### config.mk
export PLATFORM = sky130hd
export DESIGN_NAME = xlr8_lfsr_multi
export DESIGN_NICKNAME = d
export VERILOG_FILES = /design/src/rtl/xlr8_lfsr_multi.sv
export SDC_FILE = /design/constraint.sdc
export NUM_CORES = 1
export LEC_CHECK = 0
export CORE_UTILIZATION = 55
export CTS_BUF_LIST = sky130_fd_sc_hd__clkbuf_4 sky130_fd_sc_hd__clkbuf_8
export DETAILED_ROUTE_END_ITERATION = 10
export PLACE_DENSITY = 0.75
export SYNTH_ARGS = -nofsm -noshare
export SYNTH_HDL_FRONTEND = slang
export SYNTH_SLANG_ARGS = --single-unit
### constraint.sdc
create_clock -name clk -period 5.36 [get_ports clk]
set_clock_uncertainty 0.05 [all_clocks]
set_input_delay 1.072 -clock clk [delete_from_list [all_inputs] [get_ports clk]]
set_output_delay 1.072 -clock clk [all_outputs]
set_load 0.05 [all_outputs]
### src/rtl/xlr8_lfsr_multi.sv
// rtl/xlr8_lfsr_multi.sv - multi-channel Galois LFSR block on the XLR8 data-memory register bus
// Byte-serial SEED/TAPS/DATA access through a shared pointer, coherent DATA snapshot, zero lock-up guard.
module xlr8_lfsr_multi #(
  parameter int unsigned CTRL_ADDR  = 0,
  parameter int unsigned ENA_ADDR   = 0,
  parameter int unsigned CHSEL_ADDR = 0,
  parameter int unsigned SEED_ADDR  = 0,
  parameter int unsigned TAPS_ADDR  = 0,
  parameter int unsigned DATA_ADDR  = 0,
  parameter int unsigned NUM_CH     = 4,
  parameter int unsigned WIDTH      = 16,
  parameter logic [WIDTH-1:0] DEFAULT_TAPS = WIDTH'(16'hB400)
) (
  input  logic              clk,
  input  logic              rst,
  input  logic              clken,
  input  logic [7:0]        dbus_in,
  output logic [7:0]        dbus_out,
  output logic              io_out_en,
  input  logic [7:0]        ramadr,
  input  logic              ramre,
  input  logic              ramwe,
  input  logic              dm_sel,
  output logic [NUM_CH-1:0] lfsr_bit
);

  localparam int unsigned NBYTES   = WIDTH / 8;
  localparam logic [1:0]  LAST_PTR = 2'(NBYTES - 1);

  logic              run_q, run_d, sor_q, sor_d, zero_q, zero_d;
  logic [NUM_CH-1:0] ena_q, ena_d, req_q, req_d, new_req;
  logic [2:0]        ch_q, ch_d;
  logic [1:0]        ptr_q, ptr_d, ptr_nxt;
  logic [WIDTH-1:0]  stage_q, stage_d, stage_wr, snap_q, snap_d;
  logic [WIDTH-1:0]  seed_q [NUM_CH];
  logic [WIDTH-1:0]  seed_d [NUM_CH];
  logic [WIDTH-1:0]  taps_q [NUM_CH];
  logic [WIDTH-1:0]  taps_d [NUM_CH];
  logic [WIDTH-1:0]  state_q [NUM_CH];
  logic [WIDTH-1:0]  state_d [NUM_CH];
  logic [WIDTH-1:0]  cur_seed, cur_taps, cur_state, stepped, nv;
  logic              wr_state, do_step, zero_set, ch_ok, ptr_last;
  logic              commit_seed, commit_taps;

  logic sel_ctrl, sel_ena, sel_chsel, sel_seed, sel_taps, sel_data;
  logic rd_ctrl, rd_ena, rd_chsel, rd_seed, rd_taps, rd_data;
  logic wr_ctrl, wr_ena, wr_chsel, wr_seed, wr_taps;

  assign sel_ctrl  = dm_sel && (ramadr == 8'(CTRL_ADDR));
  assign sel_ena   = dm_sel && (ramadr == 8'(ENA_ADDR));
  assign sel_chsel = dm_sel && (ramadr == 8'(CHSEL_ADDR));
  assign sel_seed  = dm_sel && (ramadr == 8'(SEED_ADDR));
  assign sel_taps  = dm_sel && (ramadr == 8'(TAPS_ADDR));
  assign sel_data  = dm_sel && (ramadr == 8'(DATA_ADDR));

  assign rd_ctrl  = sel_ctrl  && ramre;
  assign rd_ena   = sel_ena   && ramre;
  assign rd_chsel = sel_chsel && ramre;
  assign rd_seed  = sel_seed  && ramre;
  assign rd_taps  = sel_taps  && ramre;
  assign rd_data  = sel_data  && ramre;

  assign wr_ctrl  = sel_ctrl  && ramwe && clken;
  assign wr_ena   = sel_ena   && ramwe && clken;
  assign wr_chsel = sel_chsel && ramwe && clken;
  assign wr_seed  = sel_seed  && ramwe && clken;
  assign wr_taps  = sel_taps  && ramwe && clken;

  assign io_out_en = rd_ctrl | rd_ena | rd_chsel | rd_seed | rd_taps | rd_data;

  assign ch_ok    = ({1'b0, ch_q} < 4'(NUM_CH));
  assign ptr_last = (ptr_q == LAST_PTR);
  assign ptr_nxt  = ptr_last ? 2'd0 : ptr_q + 2'd1;

  function automatic logic [7:0] byte_of(input logic [WIDTH-1:0] v, input logic [1:0] p);
    logic [31:0] w;
    w = 32'(v);
    return w[{p, 3'b000} +: 8];
  endfunction

  always_comb begin
    cur_seed  = '0;
    cur_taps  = '0;
    cur_state = '0;
    for (int i = 0; i < NUM_CH; i++) begin
      if (ch_q == 3'(i)) begin
        cur_seed  = seed_q[i];
        cur_taps  = taps_q[i];
        cur_state = state_q[i];
      end
    end
  end

  always_comb begin
    dbus_out = 8'h00;
    if (rd_ctrl)                 dbus_out = {zero_q, 5'b00000, sor_q, run_q};
    else if (rd_ena)             dbus_out = 8'(ena_q);
    else if (rd_chsel)           dbus_out = {2'b00, ptr_q, 1'b0, ch_q};
    else if (rd_seed && ch_ok)   dbus_out = byte_of(cur_seed, ptr_q);
    else if (rd_taps && ch_ok)   dbus_out = byte_of(cur_taps, ptr_q);
    else if (rd_data && ch_ok)   dbus_out = (ptr_q == 2'd0) ? byte_of(cur_state, 2'd0)
                                                            : byte_of(snap_q, ptr_q);
  end

  always_comb begin
    run_d    = run_q;
    sor_d    = sor_q;
    zero_d   = zero_q;
    ena_d    = ena_q;
    ch_d     = ch_q;
    ptr_d    = ptr_q;
    stage_d  = stage_q;
    snap_d   = snap_q;
    new_req  = '0;
    zero_set = 1'b0;
    stepped  = '0;
    nv       = '0;
    wr_state = 1'b0;
    do_step  = 1'b0;
    for (int n = 0; n < NUM_CH; n++) begin
      seed_d[n]  = seed_q[n];
      taps_d[n]  = taps_q[n];
      state_d[n] = state_q[n];
    end

    stage_wr = stage_q;
    for (int b = 0; b < NBYTES; b++) begin
      if (ptr_q == 2'(b)) stage_wr[b*8 +: 8] = dbus_in;
    end
    commit_seed = wr_seed && ptr_last && ch_ok;
    commit_taps = wr_taps && ptr_last && ch_ok;

    if (wr_ctrl) begin
      run_d = dbus_in[0];
      sor_d = dbus_in[1];
      if (dbus_in[7]) zero_d = 1'b0;
    end
    if (wr_ena) ena_d = dbus_in[NUM_CH-1:0];
    if (wr_chsel) begin
      ch_d  = dbus_in[2:0];
      ptr_d = 2'd0;
    end
    if (wr_seed || wr_taps) begin
      ptr_d = ptr_nxt;
      if (ch_ok) stage_d = stage_wr;
    end
    if (rd_data && clken) begin
      ptr_d = ptr_nxt;
      if (ptr_q == 2'd0) snap_d = cur_state;
      for (int i = 0; i < NUM_CH; i++) begin
        if (ptr_last && sor_q && ch_ok && ch_q == 3'(i)) new_req[i] = 1'b1;
      end
    end
    // Pending step-on-read requests survive clken-low cycles untouched.
    req_d = clken ? new_req : req_q;

    for (int n = 0; n < NUM_CH; n++) begin
      do_step  = clken && ((run_q && ena_q[n]) || req_q[n]);
      stepped  = state_q[n][0] ? ((state_q[n] >> 1) ^ taps_q[n]) : (state_q[n] >> 1);
      wr_state = 1'b0;
      nv       = '0;
      if (commit_seed && ch_q == 3'(n)) begin
        seed_d[n] = stage_wr;
        nv        = stage_wr;
        wr_state  = 1'b1;
      end else if (do_step) begin
        nv       = stepped;
        wr_state = 1'b1;
      end
      if (commit_taps && ch_q == 3'(n)) taps_d[n] = stage_wr;
      if (wr_state) begin
        if (nv == '0) begin
          state_d[n] = WIDTH'(1);
          zero_set   = 1'b1;
        end else begin
          state_d[n] = nv;
        end
      end
    end
    if (zero_set) zero_d = 1'b1;
  end

  always_ff @(posedge clk or posedge rst) begin
    if (rst) begin
      run_q   <= 1'b0;
      sor_q   <= 1'b0;
      zero_q  <= 1'b0;
      ena_q   <= '0;
      req_q   <= '0;
      ch_q    <= 3'd0;
      ptr_q   <= 2'd0;
      stage_q <= '0;
      snap_q  <= '0;
      for (int n = 0; n < NUM_CH; n++) begin
        seed_q[n]  <= WIDTH'(1);
        taps_q[n]  <= DEFAULT_TAPS;
        state_q[n] <= WIDTH'(1);
      end
    end else begin
      run_q   <= run_d;
      sor_q   <= sor_d;
      zero_q  <= zero_d;
      ena_q   <= ena_d;
      req_q   <= req_d;
      ch_q    <= ch_d;
      ptr_q   <= ptr_d;
      stage_q <= stage_d;
      snap_q  <= snap_d;
      for (int n = 0; n < NUM_CH; n++) begin
        seed_q[n]  <= seed_d[n];
        taps_q[n]  <= taps_d[n];
        state_q[n] <= state_d[n];
      end
    end
  end

  for (genvar n = 0; n < NUM_CH; n++) begin : g_bit
    assign lfsr_bit[n] = state_q[n][0];
  end

endmodule

==> results of run 1 <==
-- registers in the layout, indices dropped and copies added (netlist names) --
register  flops
req_q         4
stage_q      16
taps_q       64
state_q      60
zero_q        1
ptr_q         2
lfsr_bit      4
ena_q         4
-- routing by layer --
metal	routed length (um)	up-vias
li1	-	3225
met1	9690	3313
met4	375	0
met5	0	-
met3	779	25
met2	9350	147
-- cell families after synthesis --
kind of cell    after synthesis
buf+inv                      90
other cells                   1
simple gates                338
compound gates              262
xor+xnor                     59
flops                       155
mux                          28
-- how the worst max path moves through the flow --
stage | from | endpoint | slack (ns) | cells past startpoint
after detailed placement | ramadr[1] | dbus_out[1] | 0.84 | 5
after global routing | ramadr[1] | dbus_out[1] | 0.71 | 5
after CTS | ramadr[1] | dbus_out[1] | 0.83 | 5
after global placement | ramadr[1] | dbus_out[1] | 0.84 | 5
after floorplan | rst | ena_q[0]$_DFFE_PP0P_ | 0.09 | 1
final | ramadr[1] | dbus_out[1] | 0.82 | 5
-- cell type report --
| class | instances | share of cell area |
|---|---|---|
| flip-flops and latches | 155 | 0.434 |
| clock inverters | 9 | 0.0109 |
| inverters | 9 | 0.00432 |
| well taps | 184 | 0.0256 |
| clock buffers | 23 | 0.0324 |
| multi-input cells | 692 | 0.439 |
| repair buffers | 54 | 0.0532 |
-- through the flow --
step / setup WS (ns) / instances
floorplan: 0.0929 / 937
global placement: 0.835 / 1094
detailed placement: 0.837 / 1094
CTS: 0.830 / 1126
global route: 0.707 / 1126
finish: 0.824 / 1126
-- power breakdown --
group / switching [W] / internal [W] / total (W)
clock: 0.000427 / 0.000454 / 0.000881
combinational: 0.000142 / 0.0000886 / 0.000231
sequential: 0.0000525 / 0.00121 / 0.00126
-- tightest hold or removal path, cell delays in order, from the launching register on --
cell     delay, ns
dfrtp_1       0.35
nand2_1       0.04
o21ai_0       0.06
-- cells in the final DEF, fill, tap and decap left out, types with 6 or more instances in the layout --
cell and instances:
buf_4 25, nand2_1 151, clkinv_2 6, a21oi_1 81, nand4b_1 6, dfrtp_1 135, inv_1 8, o211ai_1 31
dfstp_2 20, nor4bb_1 7, o21ai_1 15, nor3_1 8, xor2_1 54, and3b_1 7, nor4_1 7, nand3_1 14
clkbuf_8 19, clkdlybuf4s50_1 29, nand4_1 11, mux2_2 7, mux2i_1 21, o21ai_0 94, a21boi_0 8, nor2_1 88
==> flow_metrics.py, run 1 <==
metrics = {
    "synth": {
        "avgSynthCellArea_um2": 8.80,
        "synth_top_family_by_area": "simple AND/OR/NAND/NOR gates",
        "ys_ff_latch": 155,
        "synth.area.top_cells": "dfrtp_1, nand2_1, dfstp_2",
        "yosysMostFrequentCell": "nand2_1",
        "synth.distinct_cells": 59,
        "synthXorXnorAreaFrac": 0.0629,
        "synthSimpleGateAreaFrac": 0.194,
        "yosysWarnings": 0,
        "synthTopCellsByCount": "nand2_1, dfrtp_1, o21ai_0",
        "synthMuxAreaShare": 0.0352,
        "netlist_instances": 933,
        "synth_top_area_frac": 0.411,
        "synthAdderAreaFrac": 0,
        "synth-async-reset-ratio": 1.00,
        "synth_compound_area_frac": 0.185,
        "yosysSeqAreaShare": 0.475,
        "synth_top_area_cell": "dfrtp_1",
        "synth_top_flop_cell": "dfrtp_1",
        "synth-edff-count": 0,
        "synth.cell_area_um2": 8210,
    },
    "run_status": {
        "status": "finished, final reports clean",
    },
    "timing": {
        "finalMaxSlewViolations": 0,
        "period_needed_ns": 4.54,
        "slew_headroom": 0.169,
        "setup_tns_ns": 0,
        "max_freq_ghz": 0.220,
        "fin_crit_sh": 0.846,
        "finalHoldViolations": 0,
        "setup_viol": 0,
        "tightestPinTransition_ns": 1.21,
        "rsz0062_at_grt": "false",
        "timing.hold.ws_ns": 0.438,
    },
    "worst_setup_path": {
        "r2r_slack_ns": 2.04,
        "r2r_start": "ptr_q[0]$_DFFE_PP0P_",
        "rr_endpoint": "zero_q$_DFFE_PP0P_",
        "cp_num_buf_inv": 2,
        "cp-start-kind": "primary input",
        "critPathTopFamily": "buffers and inverters",
        "crit_path_end_kind": "primary output",
        "crit_path_top_delay_cell": "clkdlybuf4s50_1",
        "reg2reg_depth": 5,
        "worstPathMaxFanout": 8,
        "path_class": "primary input to primary output",
        "required_ns": 4.24,
        "cp_slowest_stage_delay_ns": 0.82,
        "crit_chain": "clkdlybuf4s50_1 > nor4_2 > and4b_1 > and3_1 > clkdlybuf4s50_1",
        "crit_path_frequent_cell": "clkdlybuf4s50_1",
        "cp.arrival_ns": 3.41,
    },
    "clock_network": {
        "cts_htree_levels": 4,
        "numClockSinks": 155,
        "clkTransAtPathRegs_ns": 0.08,
        "cts_inserted_buffers": 17,
        "cts_resized": 0,
        "cts-root-buf": "clkbuf_8",
        "cts_tree": "done",
        "clk_path_buf_depth": 2,
        "cts_hold_buf": 0,
        "cts_setup_buffers": 0,
        "clock_latency_ns": 0.47,
    },
    "cells_and_area": {
        "seq_area_um2": 3900,
        "nets": 951,
        "final_area_um2": 8990,
        "drive_above_1_share": 0.104,
        "utilization": 0.618,
        "n_fill_cell": 1289,
        "multi_input_area_um2": 3950,
        "num_antenna_cells": 0,
        "area_growth_pct": 9.41,
    },
    "die": {
        "core_area_um2": 14500,
        "fp.dieW_um": 124,
        "ios": 35,
        "row_count": 44,
        "die_area_um2": 15400,
        "initial_core_util": 0.565,
        "die_h_um": 124,
    },
    "routing": {
        "wirelength_mm": 20.2,
        "drc": 0,
        "ant_nets": 0,
        "wl_per_cell_um": 17.9,
        "drt_iter0_markers": 659,
        "viasPerCell": 5.96,
        "num_vias": 6710,
        "drt_pre_antenna_iters": 7,
    },
    "placement": {
        "place.gp.congestion": 0.824,
        "numPortBuffers": 29,
        "placed_cell_area_um2": 8600,
        "dp_hpwl_mm": 13.0,
    },
    "global_routing": {
        "antenna_found_initial": 0,
        "met2_usage": 0.415,
        "met3_usage": 0.0409,
        "overflow": 0,
        "track_usage": 0.271,
        "grt_util_met1": 0.393,
        "grt_pass1_vias": 6163,
        "grt_pass1_wl_mm": 32.7,
        "top_usage_layer": "met2",
        "grt_max_degree": 101,
    },
    "power": {
        "p_leak_nw": 3.86,
        "finalPower_w": 0.00237,
        "ir_worst_vdd_mv": 0.191,
        "p_per_area_nw_per_um2": 264,
    },
    "hold_path": {
        "hold_class": "flip-flop to flip-flop",
        "holdPathStages": 2,
        "hp-start": "taps_q[8]$_DFFE_PP0P_",
        "worstHoldEndpoint": "taps_q[8]$_DFFE_PP0P_",
    },
    "job": {
        "drv_cap": 0,
    },
}
Note: power is estimated with default switching activity, not from simulation.
==> run 2, diff against run 1 <==
==> constraint.sdc (replaced) <==
create_clock -name clk -period 3.7 [get_ports clk]
set_clock_uncertainty 0.05 [all_clocks]
set_input_delay 0.74 -clock clk [delete_from_list [all_inputs] [get_ports clk]]
set_output_delay 0.74 -clock clk [all_outputs]
set_load 0.05 [all_outputs]
==> run 2 against run 1 <==
Net effect: critical path depth unchanged; die area unchanged; non-clock buffer count up 14; utilization up 1.2 points; count of clock-buffer cells in the layout down 3; setup slack worse by 0.32 ns.
==> flow_metrics.py, run 2 (synthesis gave the netlist of run 1 again) <==
metrics = {
    "worst_setup_path": {
        "worstPathMaxFanout": 8,
        "r2r_start": "ptr_q[0]$_DFFE_PP0P_",
        "r2r_slack_ns": 0.92,
        "cp-start-kind": "primary input",
        "endpoint": "dbus_out[1]",
        "crit_path_end_kind": "primary output",
        "reg2reg_depth": 7,
        "cp.arrival_ns": 2.40,
        "startpoint": "ramadr[3]",
        "rr_endpoint": "zero_q$_DFFE_PP0P_",
        "path_class": "primary input to primary output",
        "required_ns": 2.91,
    },
    "cells_and_area": {
        "regMostFlops": "taps_q",
        "fin_cells": 1140,
        "largest_reg_flops": 64,
        "multi_input_area_um2": 3950,
        "area_growth_pct": 11.5,
        "nets": 965,
        "n_fill_cell": 1244,
        "drive_above_1_share": 0.121,
        "layout_commonest_cell": "nand2_1",
        "top_regs": "taps_q: 64 flops, state_q: 60 flops, stage_q: 16 flops",
        "num_antenna_cells": 0,
        "seq_area_um2": 3900,
        "final_cell_mix": "nand2_1, dfrtp_1, o21ai_0",
        "final_area_um2": 9160,
    },
    "clock_network": {
        "clkTransAtPathRegs_ns": 0.08,
        "cts_htree_levels": 4,
        "cts-root-buf": "clkbuf_8",
        "cts_tree": "done",
        "cts_inserted_buffers": 17,
        "clock_latency_ns": 0.47,
        "clk_path_buf_depth": 2,
        "cts_hold_buf": 0,
        "numClockSinks": 155,
        "cts_setup_buffers": 0,
        "cts_resized": 0,
    },
    "timing": {
        "setup_tns_ns": 0,
        "rsz0062_at_grt": "false",
        "max_freq_ghz": 0.313,
        "tightestPinTransition_ns": 0.845,
        "finalMaxSlewViolations": 0,
        "setup_viol": 0,
        "slew_headroom": 0.429,
        "fin_crit_sh": 0.863,
        "period_needed_ns": 3.19,
        "finalHoldViolations": 0,
        "worst_slack_ns": 0.507,
    },
    "placement": {
        "place.gp.congestion": 0.838,
        "numPortBuffers": 29,
        "placed_cell_area_um2": 8770,
        "placed_cells": 1108,
        "dp_hpwl_mm": 13.5,
        "dp_slack_ns": 0.454,
    },
    "routing": {
        "num_vias": 6830,
        "drt_iter0_markers": 638,
        "drt_pre_antenna_iters": 5,
        "drc": 0,
        "wirelength_mm": 20.4,
        "wl_per_cell_um": 17.9,
        "ant_nets": 0,
        "viasPerCell": 5.99,
    },
    "die": {
        "fp.dieW_um": 124,
        "die_h_um": 124,
        "initial_core_util": 0.565,
        "ios": 35,
        "core_area_um2": 14500,
        "row_count": 44,
        "die_area_um2": 15400,
    },
    "global_routing": {
        "grt_pass1_wl_mm": 33.3,
        "grt_pass1_vias": 6340,
        "overflow": 0,
        "met3_usage": 0.0435,
        "antenna_found_initial": 0,
        "top_usage_layer": "met2",
        "grt_max_degree": 64,
        "grt_util_met1": 0.395,
        "met2_usage": 0.419,
        "track_usage": 0.275,
    },
    "power": {
        "p_per_area_nw_per_um2": 374,
        "p_leak_nw": 3.93,
        "ir_worst_vdd_mv": 0.253,
        "finalPower_w": 0.00342,
    },
    "run_status": {
        "status": "finished, final reports clean",
    },
    "job": {
        "drv_cap": 0,
    },
    "hold_path": {
        "hold_class": "flip-flop to flip-flop",
        "holdPathStages": 2,
    },
}
[run 2: per-layer routing]
layer	part of all wire	up-vias
met1	0.46	3339
met4	0.022	0
met2	0.46	204
met3	0.051	31
met5	0	-
li1	-	3256
[run 2: worst max-delay path, stage by stage]
cell and delay (ns):
clkdlybuf4s50_1 0.41, nor4_2 0.30, and4b_1 0.48, and3_1 0.31, buf_12 0.16
[run 2: worst min-delay path by stage]
stage / endpoint / start
floorplan: taps_q[11]$_DFFE_PP0P_ / taps_q[11]$_DFFE_PP0P_
global placement: taps_q[11]$_DFFE_PP0P_ / taps_q[11]$_DFFE_PP0P_
detailed placement: taps_q[6]$_DFFE_PP0P_ / taps_q[6]$_DFFE_PP0P_
CTS: taps_q[6]$_DFFE_PP0P_ / taps_q[6]$_DFFE_PP0P_
global route: taps_q[6]$_DFFE_PP0P_ / taps_q[6]$_DFFE_PP0P_
finish: taps_q[8]$_DFFE_PP0P_ / taps_q[8]$_DFFE_PP0P_
[run 2: power breakdown]
part | switching [W] | internal, W
clock | 0.000662 | 0.000589
sequential | 0.0000759 | 0.00175
combinational | 0.000210 | 0.000135
[run 2: per-stage QoR]
| step | utilization | hold slack (ns) |
|---|---|---|
| global placement | 0.603 | 0.413 |
| floorplan | - | 0.400 |
| CTS | 0.630 | 0.445 |
| detailed placement | 0.603 | 0.425 |
| global route | 0.630 | 0.466 |
| finish | 0.630 | 0.443 |
[run 2: layout make-up]
cell class | count | area share
multi-input combinational | 692 | 0.431
sequential | 155 | 0.426
clock inverter | 12 | 0.0124
timing repair buffer | 68 | 0.0708
clock buffer | 20 | 0.0301
inverter | 9 | 0.00410
tap | 184 | 0.0251
